===== src/rtl/ddr_pkg.sv =====
// Shared types and constants for the dance-game beat engine.
package ddr_pkg;

  typedef enum logic [1:0] {
    IDLE    = 2'd0,
    BEAT    = 2'd1,
    RESOLVE = 2'd2
  } state_t;

  // Lane encoding as seen on the controller and the arrow display
  localparam int LANE_UP    = 0;
  localparam int LANE_RIGHT = 1;
  localparam int LANE_LEFT  = 2;
  localparam int LANE_DOWN  = 3;

  localparam logic [3:0] BCD_MAX = 4'd9;

  // Ticks per progress step for a given level, never below one tick
  function automatic int step_len_calc(input int level, input int base, input int dec);
    int len;
    len = base - level * dec;
    if (len < 1) len = 1;
    return len;
  endfunction

endpackage


===== src/rtl/ddr_beat_engine_if.sv =====
// Player-side bus of the beat engine: controls and buttons in, cue/judgement/score out.
interface ddr_beat_engine_if #(
  parameter int NUM_LANES    = 4,
  parameter int PROG_W       = 16,
  parameter int SCORE_DIGITS = 2,
  parameter int COMBO_W      = 8
);
  localparam int LANE_W = (NUM_LANES > 1) ? $clog2(NUM_LANES) : 1;

  logic                      run;
  logic [1:0]                level;
  logic [NUM_LANES-1:0]      btn;
  logic [LANE_W-1:0]         cue_lane;
  logic                      cue_valid;
  logic [PROG_W-1:0]         prog;
  logic                      hit;
  logic                      miss;
  logic [4*SCORE_DIGITS-1:0] score_bcd;
  logic [COMBO_W-1:0]        combo;

  modport master (
    output run, level, btn,
    input  cue_lane, cue_valid, prog, hit, miss, score_bcd, combo
  );

  modport slave (
    input  run, level, btn,
    output cue_lane, cue_valid, prog, hit, miss, score_bcd, combo
  );
endinterface


===== src/rtl/ddr_bcd_counter.sv =====
// Multi-digit BCD up-counter with synchronous clear; wrap selects roll-over
// to zero versus holding at all nines.
module ddr_bcd_counter
  import ddr_pkg::*;
#(
  parameter int SCORE_DIGITS = 2
) (
  input  logic                      clk,
  input  logic                      reset,
  input  logic                      inc,
  input  logic                      clr,
  input  logic                      wrap,
  output logic [4*SCORE_DIGITS-1:0] value
);

  logic [SCORE_DIGITS:0] carry;

  // Ripple carry: digit i steps when every lower digit is at nine
  always_comb begin
    carry    = '0;
    carry[0] = inc;
    for (int i = 0; i < SCORE_DIGITS; i++) begin
      carry[i+1] = carry[i] && (value[4*i +: 4] == BCD_MAX);
    end
  end

  // Digit registers; a full-scale carry out only clears when wrapping is allowed
  always_ff @(posedge clk or negedge reset) begin
    if (!reset) begin
      value <= '0;
    end else if (clr) begin
      value <= '0;
    end else if (!carry[SCORE_DIGITS] || wrap) begin
      for (int i = 0; i < SCORE_DIGITS; i++) begin
        if (carry[i]) begin
          value[4*i +: 4] <= (value[4*i +: 4] == BCD_MAX) ? 4'd0 : value[4*i +: 4] + 4'd1;
        end
      end
    end
  end

endmodule


===== src/rtl/ddr_beat_engine.sv =====
// Dance-game core: LFSR arrow cues, tempo-timed beats, press judgement,
// BCD score and saturating combo.
module ddr_beat_engine
  import ddr_pkg::*;
#(
  parameter int NUM_LANES    = 4,
  parameter int LFSR_W       = 8,
  parameter int TICK_DIV     = 50000,
  parameter int PROG_W       = 16,
  parameter int STEP_BASE    = 80,
  parameter int STEP_DEC     = 20,
  parameter int SCORE_DIGITS = 2,
  parameter int COMBO_W      = 8
) (
  input  logic              clk,
  input  logic              reset,
  ddr_beat_engine_if.slave  bus
);

  localparam int LANE_W  = (NUM_LANES > 1) ? $clog2(NUM_LANES) : 1;
  localparam int PRESC_W = $clog2(TICK_DIV + 1);
  localparam int STEP_W  = $clog2(STEP_BASE + 1);
  localparam logic [COMBO_W-1:0] COMBO_MAX = '1;

  state_t               state_q, state_d;
  logic                 run_q;
  logic [NUM_LANES-1:0] btn_q;
  logic [LFSR_W-1:0]    lfsr_q;
  logic [PRESC_W-1:0]   presc_q;
  logic [STEP_W-1:0]    step_q;
  logic [STEP_W-1:0]    step_len_q;
  logic [PROG_W-1:0]    prog_q;
  logic                 verdict_done_q;
  logic                 verdict_hit_q;
  logic [COMBO_W-1:0]   combo_q;

  logic                 tick;
  logic                 step_done;
  logic                 last_step;
  logic                 start_beat;
  logic                 clr_stats;
  logic                 resolve;
  logic                 hit;
  logic                 miss;
  logic [NUM_LANES-1:0] edges;
  logic [NUM_LANES-1:0] lane_mask;
  logic [LANE_W-1:0]    cue_lane;
  logic [STEP_W-1:0]    step_len_new;

  assign cue_lane     = lfsr_q[LANE_W-1:0];
  assign lane_mask    = NUM_LANES'(1) << cue_lane;
  assign edges        = bus.btn & ~btn_q;
  assign tick         = (presc_q == PRESC_W'(TICK_DIV - 1));
  assign step_done    = tick && (step_q == step_len_q - STEP_W'(1));
  assign last_step    = step_done && prog_q[PROG_W-1];
  assign step_len_new = STEP_W'(step_len_calc(int'(bus.level), STEP_BASE, STEP_DEC));

  // A beat with no press, or whose first press pattern was not exactly the cue, is a miss
  assign hit  = resolve && verdict_done_q && verdict_hit_q;
  assign miss = resolve && !(verdict_done_q && verdict_hit_q);

  // State register
  always_ff @(posedge clk or negedge reset) begin
    if (!reset) state_q <= IDLE;
    else        state_q <= state_d;
  end

  // Next-state and per-cycle control strobes
  always_comb begin
    state_d    = state_q;
    start_beat = 1'b0;
    clr_stats  = 1'b0;
    resolve    = 1'b0;
    unique case (state_q)
      IDLE: begin
        if (bus.run && !run_q) begin
          state_d    = BEAT;
          start_beat = 1'b1;
          clr_stats  = 1'b1;
        end
      end
      BEAT: begin
        if (!bus.run)       state_d = IDLE;
        else if (last_step) state_d = RESOLVE;
      end
      RESOLVE: begin
        resolve = 1'b1;
        if (bus.run) begin
          state_d    = BEAT;
          start_beat = 1'b1;
        end else begin
          state_d = IDLE;
        end
      end
      default: state_d = IDLE;
    endcase
  end

  // Beat timing, progress shifter, press judgement and edge history
  always_ff @(posedge clk or negedge reset) begin
    if (!reset) begin
      run_q          <= 1'b0;
      btn_q          <= '0;
      presc_q        <= '0;
      step_q         <= '0;
      step_len_q     <= '0;
      prog_q         <= '0;
      verdict_done_q <= 1'b0;
      verdict_hit_q  <= 1'b0;
    end else begin
      run_q <= bus.run;
      btn_q <= bus.btn;
      if (start_beat) begin
        presc_q        <= '0;
        step_q         <= '0;
        step_len_q     <= step_len_new;
        prog_q         <= PROG_W'(1);
        verdict_done_q <= 1'b0;
        verdict_hit_q  <= 1'b0;
      end else if (state_q == BEAT && bus.run) begin
        presc_q <= tick ? '0 : presc_q + PRESC_W'(1);
        if (tick) step_q <= step_done ? '0 : step_q + STEP_W'(1);
        if (step_done && !prog_q[PROG_W-1]) prog_q <= {prog_q[PROG_W-2:0], 1'b0};
        if (!verdict_done_q && (edges != '0)) begin
          verdict_done_q <= 1'b1;
          verdict_hit_q  <= (edges == lane_mask);
        end
      end else if (state_d == IDLE) begin
        prog_q <= '0;
      end
    end
  end

  // Cue generator: XNOR of the two top taps keeps the all-zero seed moving
  always_ff @(posedge clk or negedge reset) begin
    if (!reset)       lfsr_q <= '0;
    else if (resolve) lfsr_q <= {lfsr_q[LFSR_W-2:0], ~(lfsr_q[LFSR_W-1] ^ lfsr_q[LFSR_W-2])};
  end

  // Combo: consecutive hits, held at full scale, dropped by any miss
  always_ff @(posedge clk or negedge reset) begin
    if (!reset)         combo_q <= '0;
    else if (clr_stats) combo_q <= '0;
    else if (hit)       combo_q <= (combo_q == COMBO_MAX) ? combo_q : combo_q + COMBO_W'(1);
    else if (miss)      combo_q <= '0;
  end

  ddr_bcd_counter #(
    .SCORE_DIGITS(SCORE_DIGITS)
  ) u_score (
    .clk   (clk),
    .reset (reset),
    .inc   (hit),
    .clr   (clr_stats),
    .wrap  (1'b1),
    .value (bus.score_bcd)
  );

  assign bus.cue_lane  = cue_lane;
  assign bus.cue_valid = (state_q == BEAT);
  assign bus.prog      = prog_q;
  assign bus.hit       = hit;
  assign bus.miss      = miss;
  assign bus.combo     = combo_q;

endmodule


===== src/flat_wrapper.sv =====
// flat-port wrapper written by rule: the top's interface ports become plain ports
module ddr_beat_engine_flat import ddr_pkg::*;
#(
  parameter int NUM_LANES    = 4,
  parameter int LFSR_W       = 8,
  parameter int TICK_DIV     = 50000,
  parameter int PROG_W       = 16,
  parameter int STEP_BASE    = 80,
  parameter int STEP_DEC     = 20,
  parameter int SCORE_DIGITS = 2,
  parameter int COMBO_W      = 8
)
  (clk, reset, bus_run, bus_level, bus_btn, bus_cue_lane, bus_cue_valid, bus_prog, bus_hit, bus_miss, bus_score_bcd, bus_combo);
  ddr_beat_engine_if #(.NUM_LANES(NUM_LANES), .PROG_W(PROG_W), .SCORE_DIGITS(SCORE_DIGITS), .COMBO_W(COMBO_W)) bus_i ();
  input  logic clk;
  input  logic reset;
  input wire logic [$bits(bus_i.run)-1:0] bus_run;
  input wire logic [$bits(bus_i.level)-1:0] bus_level;
  input wire logic [$bits(bus_i.btn)-1:0] bus_btn;
  output wire logic [$bits(bus_i.cue_lane)-1:0] bus_cue_lane;
  output wire logic [$bits(bus_i.cue_valid)-1:0] bus_cue_valid;
  output wire logic [$bits(bus_i.prog)-1:0] bus_prog;
  output wire logic [$bits(bus_i.hit)-1:0] bus_hit;
  output wire logic [$bits(bus_i.miss)-1:0] bus_miss;
  output wire logic [$bits(bus_i.score_bcd)-1:0] bus_score_bcd;
  output wire logic [$bits(bus_i.combo)-1:0] bus_combo;
  assign bus_i.run = bus_run;
  assign bus_i.level = bus_level;
  assign bus_i.btn = bus_btn;
  assign bus_cue_lane = bus_i.cue_lane;
  assign bus_cue_valid = bus_i.cue_valid;
  assign bus_prog = bus_i.prog;
  assign bus_hit = bus_i.hit;
  assign bus_miss = bus_i.miss;
  assign bus_score_bcd = bus_i.score_bcd;
  assign bus_combo = bus_i.combo;
  ddr_beat_engine #(.NUM_LANES(NUM_LANES), .LFSR_W(LFSR_W), .TICK_DIV(TICK_DIV), .PROG_W(PROG_W), .STEP_BASE(STEP_BASE), .STEP_DEC(STEP_DEC), .SCORE_DIGITS(SCORE_DIGITS), .COMBO_W(COMBO_W)) u_core (.clk(clk), .reset(reset), .bus(bus_i));
endmodule

===== config.mk =====
export PLATFORM = sky130hd
export DESIGN_NAME = ddr_beat_engine_flat
export DESIGN_NICKNAME = d
export VERILOG_FILES = /design/src/rtl/ddr_pkg.sv /design/src/rtl/ddr_beat_engine_if.sv /design/src/rtl/ddr_bcd_counter.sv /design/src/rtl/ddr_beat_engine.sv /design/src/flat_wrapper.sv
export SDC_FILE = /design/constraint.sdc
export NUM_CORES = 1
export LEC_CHECK = 0
export BUFFER_PORTS_ARGS = -buffer_cell sky130_fd_sc_hd__clkbuf_2
export CAP_MARGIN = 10
export CORE_MARGIN = 4
export CORE_UTILIZATION = 58
export DETAILED_ROUTE_END_ITERATION = 7
export PLACE_DENSITY = 0.81
export SETUP_SLACK_MARGIN = 0.1
export SLEW_MARGIN = 20
export SYNTH_ARGS = -nofsm -noshare
export SYNTH_HDL_FRONTEND = slang
export SYNTH_SLANG_ARGS = --single-unit

===== constraint.sdc =====
create_clock -name clk -period 2.9 [get_ports clk]
set_clock_uncertainty 0.05 [all_clocks]
set_input_delay 0.725 -clock clk [delete_from_list [all_inputs] [get_ports clk]]
set_output_delay 0.725 -clock clk [all_outputs]
set_load 0.005 [all_outputs]

==> impl_metrics.env <==
export IMPL_hold_depth=1
export IMPL_power_density_nw_per_um2=503.5
export IMPL_critPathBufInv=0
export IMPL_vias_per_cell=5.941
export IMPL_cp_top_family="simple AND/OR/NAND/NOR gates"
export IMPL_worst_path_max_delay_cell="or4_4"
export IMPL_p_switching_uw=608.1
export IMPL_multi_input_area_um2=1862
export IMPL_synth_top_family_by_area="simple AND/OR/NAND/NOR gates"
export IMPL_yosysTopAreaCell="dfrtp_1"
export IMPL_comb_power_share_pct=13.6
export IMPL_final_seq_area_um2=1927
export IMPL_cp_end_kind="register"
export IMPL_hold_class="in -> reg"
export IMPL_chipWidth_um=89.98
export IMPL_yosysSeqAreaShare_pct=49.44
export IMPL_reg2reg_to="u_core.step_q[6]"
export IMPL_muxShareOfSynthArea_pct=6.132
export IMPL_start_util_pct=60.69
export IMPL_hold_violations=0
export IMPL_finalNetCount=463
export IMPL_worstPathRequired_ps=3110
export IMPL_clock_sinks=77
export IMPL_drv_slew=0
export IMPL_stdcell_area_um2=4362
export IMPL_rr_worst_depth=5
export IMPL_switching_share_pct=27.69
export IMPL_vias=3113
export IMPL_root_buffer="clkbuf_8"
export IMPL_synth_seq_cells=77
export IMPL_cts_htree_levels=3
export IMPL_cts_made_buffers=9
export IMPL_wirelength_um=8009
export IMPL_port_buffers=45
export IMPL_whs_endpoint="u_core.btn_q[2]"
export IMPL_grt_pass1_vias=3127
export IMPL_ctsResizeCount=0
export IMPL_antenna_found_initial=0
export IMPL_period_needed_ps=2485
export IMPL_synth_edf_count=0
export IMPL_synth_area_leaders="dfrtp_1 (49%), nand2_1 (5.3%), o21ai_0 (4.4%)"
export IMPL_nFillCells=500
export IMPL_power_frac_clock_pct=31.0
export IMPL_place_gp_congestion=0.9422
export IMPL_path_class="reg -> reg"
export IMPL_slew_headroom_pct=37.97
export IMPL_p_leak_uw=0.001986
export IMPL_dp_cells=509
export IMPL_vdd_drop_max_v=0.0003449
export IMPL_synthSimpleGateAreaFrac_pct=22.99
export IMPL_seqPwrFrac_pct=55.4
export IMPL_hpwl_um=5688
export IMPL_cp_start_kind="register"
export IMPL_rrSetupSlack_ps=420
export IMPL_hold_slack_ps=452.8
export IMPL_overflow=0
export IMPL_synth_top_area_share_pct=49.44
export IMPL_drt_iter0_drc=170
export IMPL_cts_tree="yes"
export IMPL_antenna_cells=0
export IMPL_ys_async_sr_fraction_pct=100.0
export IMPL_drc=0
export IMPL_crit_arrival_ps=2690
export IMPL_drv_cap=0
export IMPL_std_cell_rows=29
export IMPL_final_core_util_pct=67.91
export IMPL_path_cells="or4_4 > nor4_4 > a21oi_2 > or3_1 > a211oi_1"
export IMPL_avgRoutedWirePerCell_um=15.28
export IMPL_post_cts_buffers=0
export IMPL_status="finished, final reports clean"
export IMPL_fin_cells=524
export IMPL_synthesis_nets=412
export IMPL_min_delay_start="bus_btn[2]"
export IMPL_final_period_utilization_pct=85.69
export IMPL_synth_most_common_cell="dfrtp_1"
export IMPL_track_usage_pct=21.26
export IMPL_critical_path_max_stage_delay_ps=570
export IMPL_synth_commonest_cells="dfrtp_1 (77), nand2_1 (55), o21ai_0 (34)"
export IMPL_grt_max_degree=78
export IMPL_synth_compound_area_share_pct=11.52
export IMPL_syn_area_per_cell_um2=9.943
export IMPL_syn_area_um2=3897
export IMPL_core_um2=6422
export IMPL_setup_viol=0
export IMPL_drive_above_1_share_pct=17.90
export IMPL_worst_slew_pin_slew_ps=930.4
export IMPL_clk_pin_slew_ps=80
export IMPL_p_int_uw=1588
export IMPL_insertion_delay_ps=340
export IMPL_ys_warn_count=0
export IMPL_rsz0062_at_grt="no"
export IMPL_synth_xor_area_share_pct=3.596
export IMPL_synthDistinctLibCells=50
export IMPL_postCtsHoldBufs=0
export IMPL_areaGrowthSynthToFinish_pct=11.91
export IMPL_ant_nets=0
export IMPL_placed_cell_area_um2=4203
export IMPL_synthAdderAreaFrac_pct=3.531
export IMPL_tns_ps=0
export IMPL_fp_dieH_um=89.98
export IMPL_netlist_instances=392
export IMPL_grt_pass1_wl_um=14110
export IMPL_crit_fanout=14
export IMPL_synthFlopType="dfrtp_1"
export IMPL_clockBufferDepth=2
export IMPL_firstDrtPassIters=4
export IMPL_regToRegStartpoint="u_core.presc_q[4]"
export IMPL_ios=46
export IMPL_fmaxAchievable_mhz=402.4
export IMPL_dieArea_um2=8096
[flip-flops by register name, indices dropped and copies added (netlist names)]
name                   cells
u_core.bus.prog           16
u_core.verdict_done_q      1
u_core.presc_q            16
u_core.u_score.value       8
u_core.verdict_hit_q       1
u_core.state_q             2
u_core.btn_q               4
u_core.step_len_q          5
u_core.bus.combo           8
u_core.step_q              7
u_core.lfsr_q              8
u_core.run_q               1
[per-stage QoR]
step | power, uW | worst slack [ps]
finish | 2196 | 415.1
global route | 2336 | 257.1
CTS | 2216 | 421.4
detailed placement | 1536 | 402.9
global placement | 1518 | 488.6
floorplan | 1418 | 525.2
[cell type report]
class | instances | share of cell area (%)
repair buffers | 51 | 6.254
multi-input cells | 292 | 42.69
flip-flops and latches | 77 | 44.18
inverters | 12 | 1.033
clock buffers | 13 | 3.414
clock inverters | 2 | 0.2295
well taps | 77 | 2.209
[cells in the final DEF (no fill, tap or decap), types with 2 or more instances in the layout]
master	instances
a211oi_1	6
a21oi_1	9
a22o_1	2
a31oi_1	3
and2_1	4
and3_1	4
buf_4	7
clkbuf_1	3
clkbuf_2	44
clkbuf_8	10
clkinv_2	2
dfrtp_1	77
ha_1	11
inv_1	12
mux2_2	7
mux2i_1	16
nand2_1	55
nand2b_1	13
nand3_1	16
nand3b_1	3
nand4_1	3
nand4b_1	2
nor2_1	25
nor2b_1	5
nor3_1	9
nor4_1	7
nor4_4	2
nor4b_1	2
o21ai_0	34
o31ai_1	6
o41ai_1	3
or2_2	3
or3_1	8
or4b_2	2
xnor2_1	7
xor2_1	9
[worst register-to-register path, cell delays in order (launching register included)]
cell and delay, ps:
dfrtp_1 440, or4_4 570, nor4_4 480, a21oi_2 230, or3_1 400, a211oi_1 240
[layer usage]
metal | vias to the layer above | share of wire (%) | track usage, %
li1 | 1503 | - | -
met3 | 19 | 5.9 | 4.090
met4 | 0 | 2.5 | 11.35
met5 | - | 0 | 0
met2 | 103 | 47 | 33.77
met1 | 1488 | 44 | 27.72
[cells by family after synthesis]
family,count (synthesis)
adders and majority gates,11
and+or+nand+nor,169
muxes,23
xor gates and xnor gates,16
buffers and inverters,23
AOI/OAI and AO/OA,73
DFF,77
[worst max-delay path by stage]
stage                            startpoint                  end  cells after the start
after floorplan           u_core.presc_q[4]  u_core.bus.prog[10]                      6
after detailed placement  u_core.presc_q[4]     u_core.step_q[6]                      5
after global placement              bus_run  u_core.bus.combo[6]                      5
after global routing      u_core.presc_q[4]     u_core.step_q[3]                      5
final                     u_core.presc_q[4]     u_core.step_q[6]                      5
after CTS                 u_core.presc_q[4]     u_core.step_q[3]                      5
[power by group through the flow]
stage | Sequential [uW] | Combinational (uW) | Clock, uW
2_1_floorplan | 1220 | 197 | 0
3_5_place_dp | 1240 | 301 | 0
6_report | 1220 | 298 | 681
3_3_place_gp | 1230 | 287 | 0
5_1_grt | 1230 | 346 | 760
4_1_cts | 1220 | 301 | 699
Power figures use the tool's default switching activity.
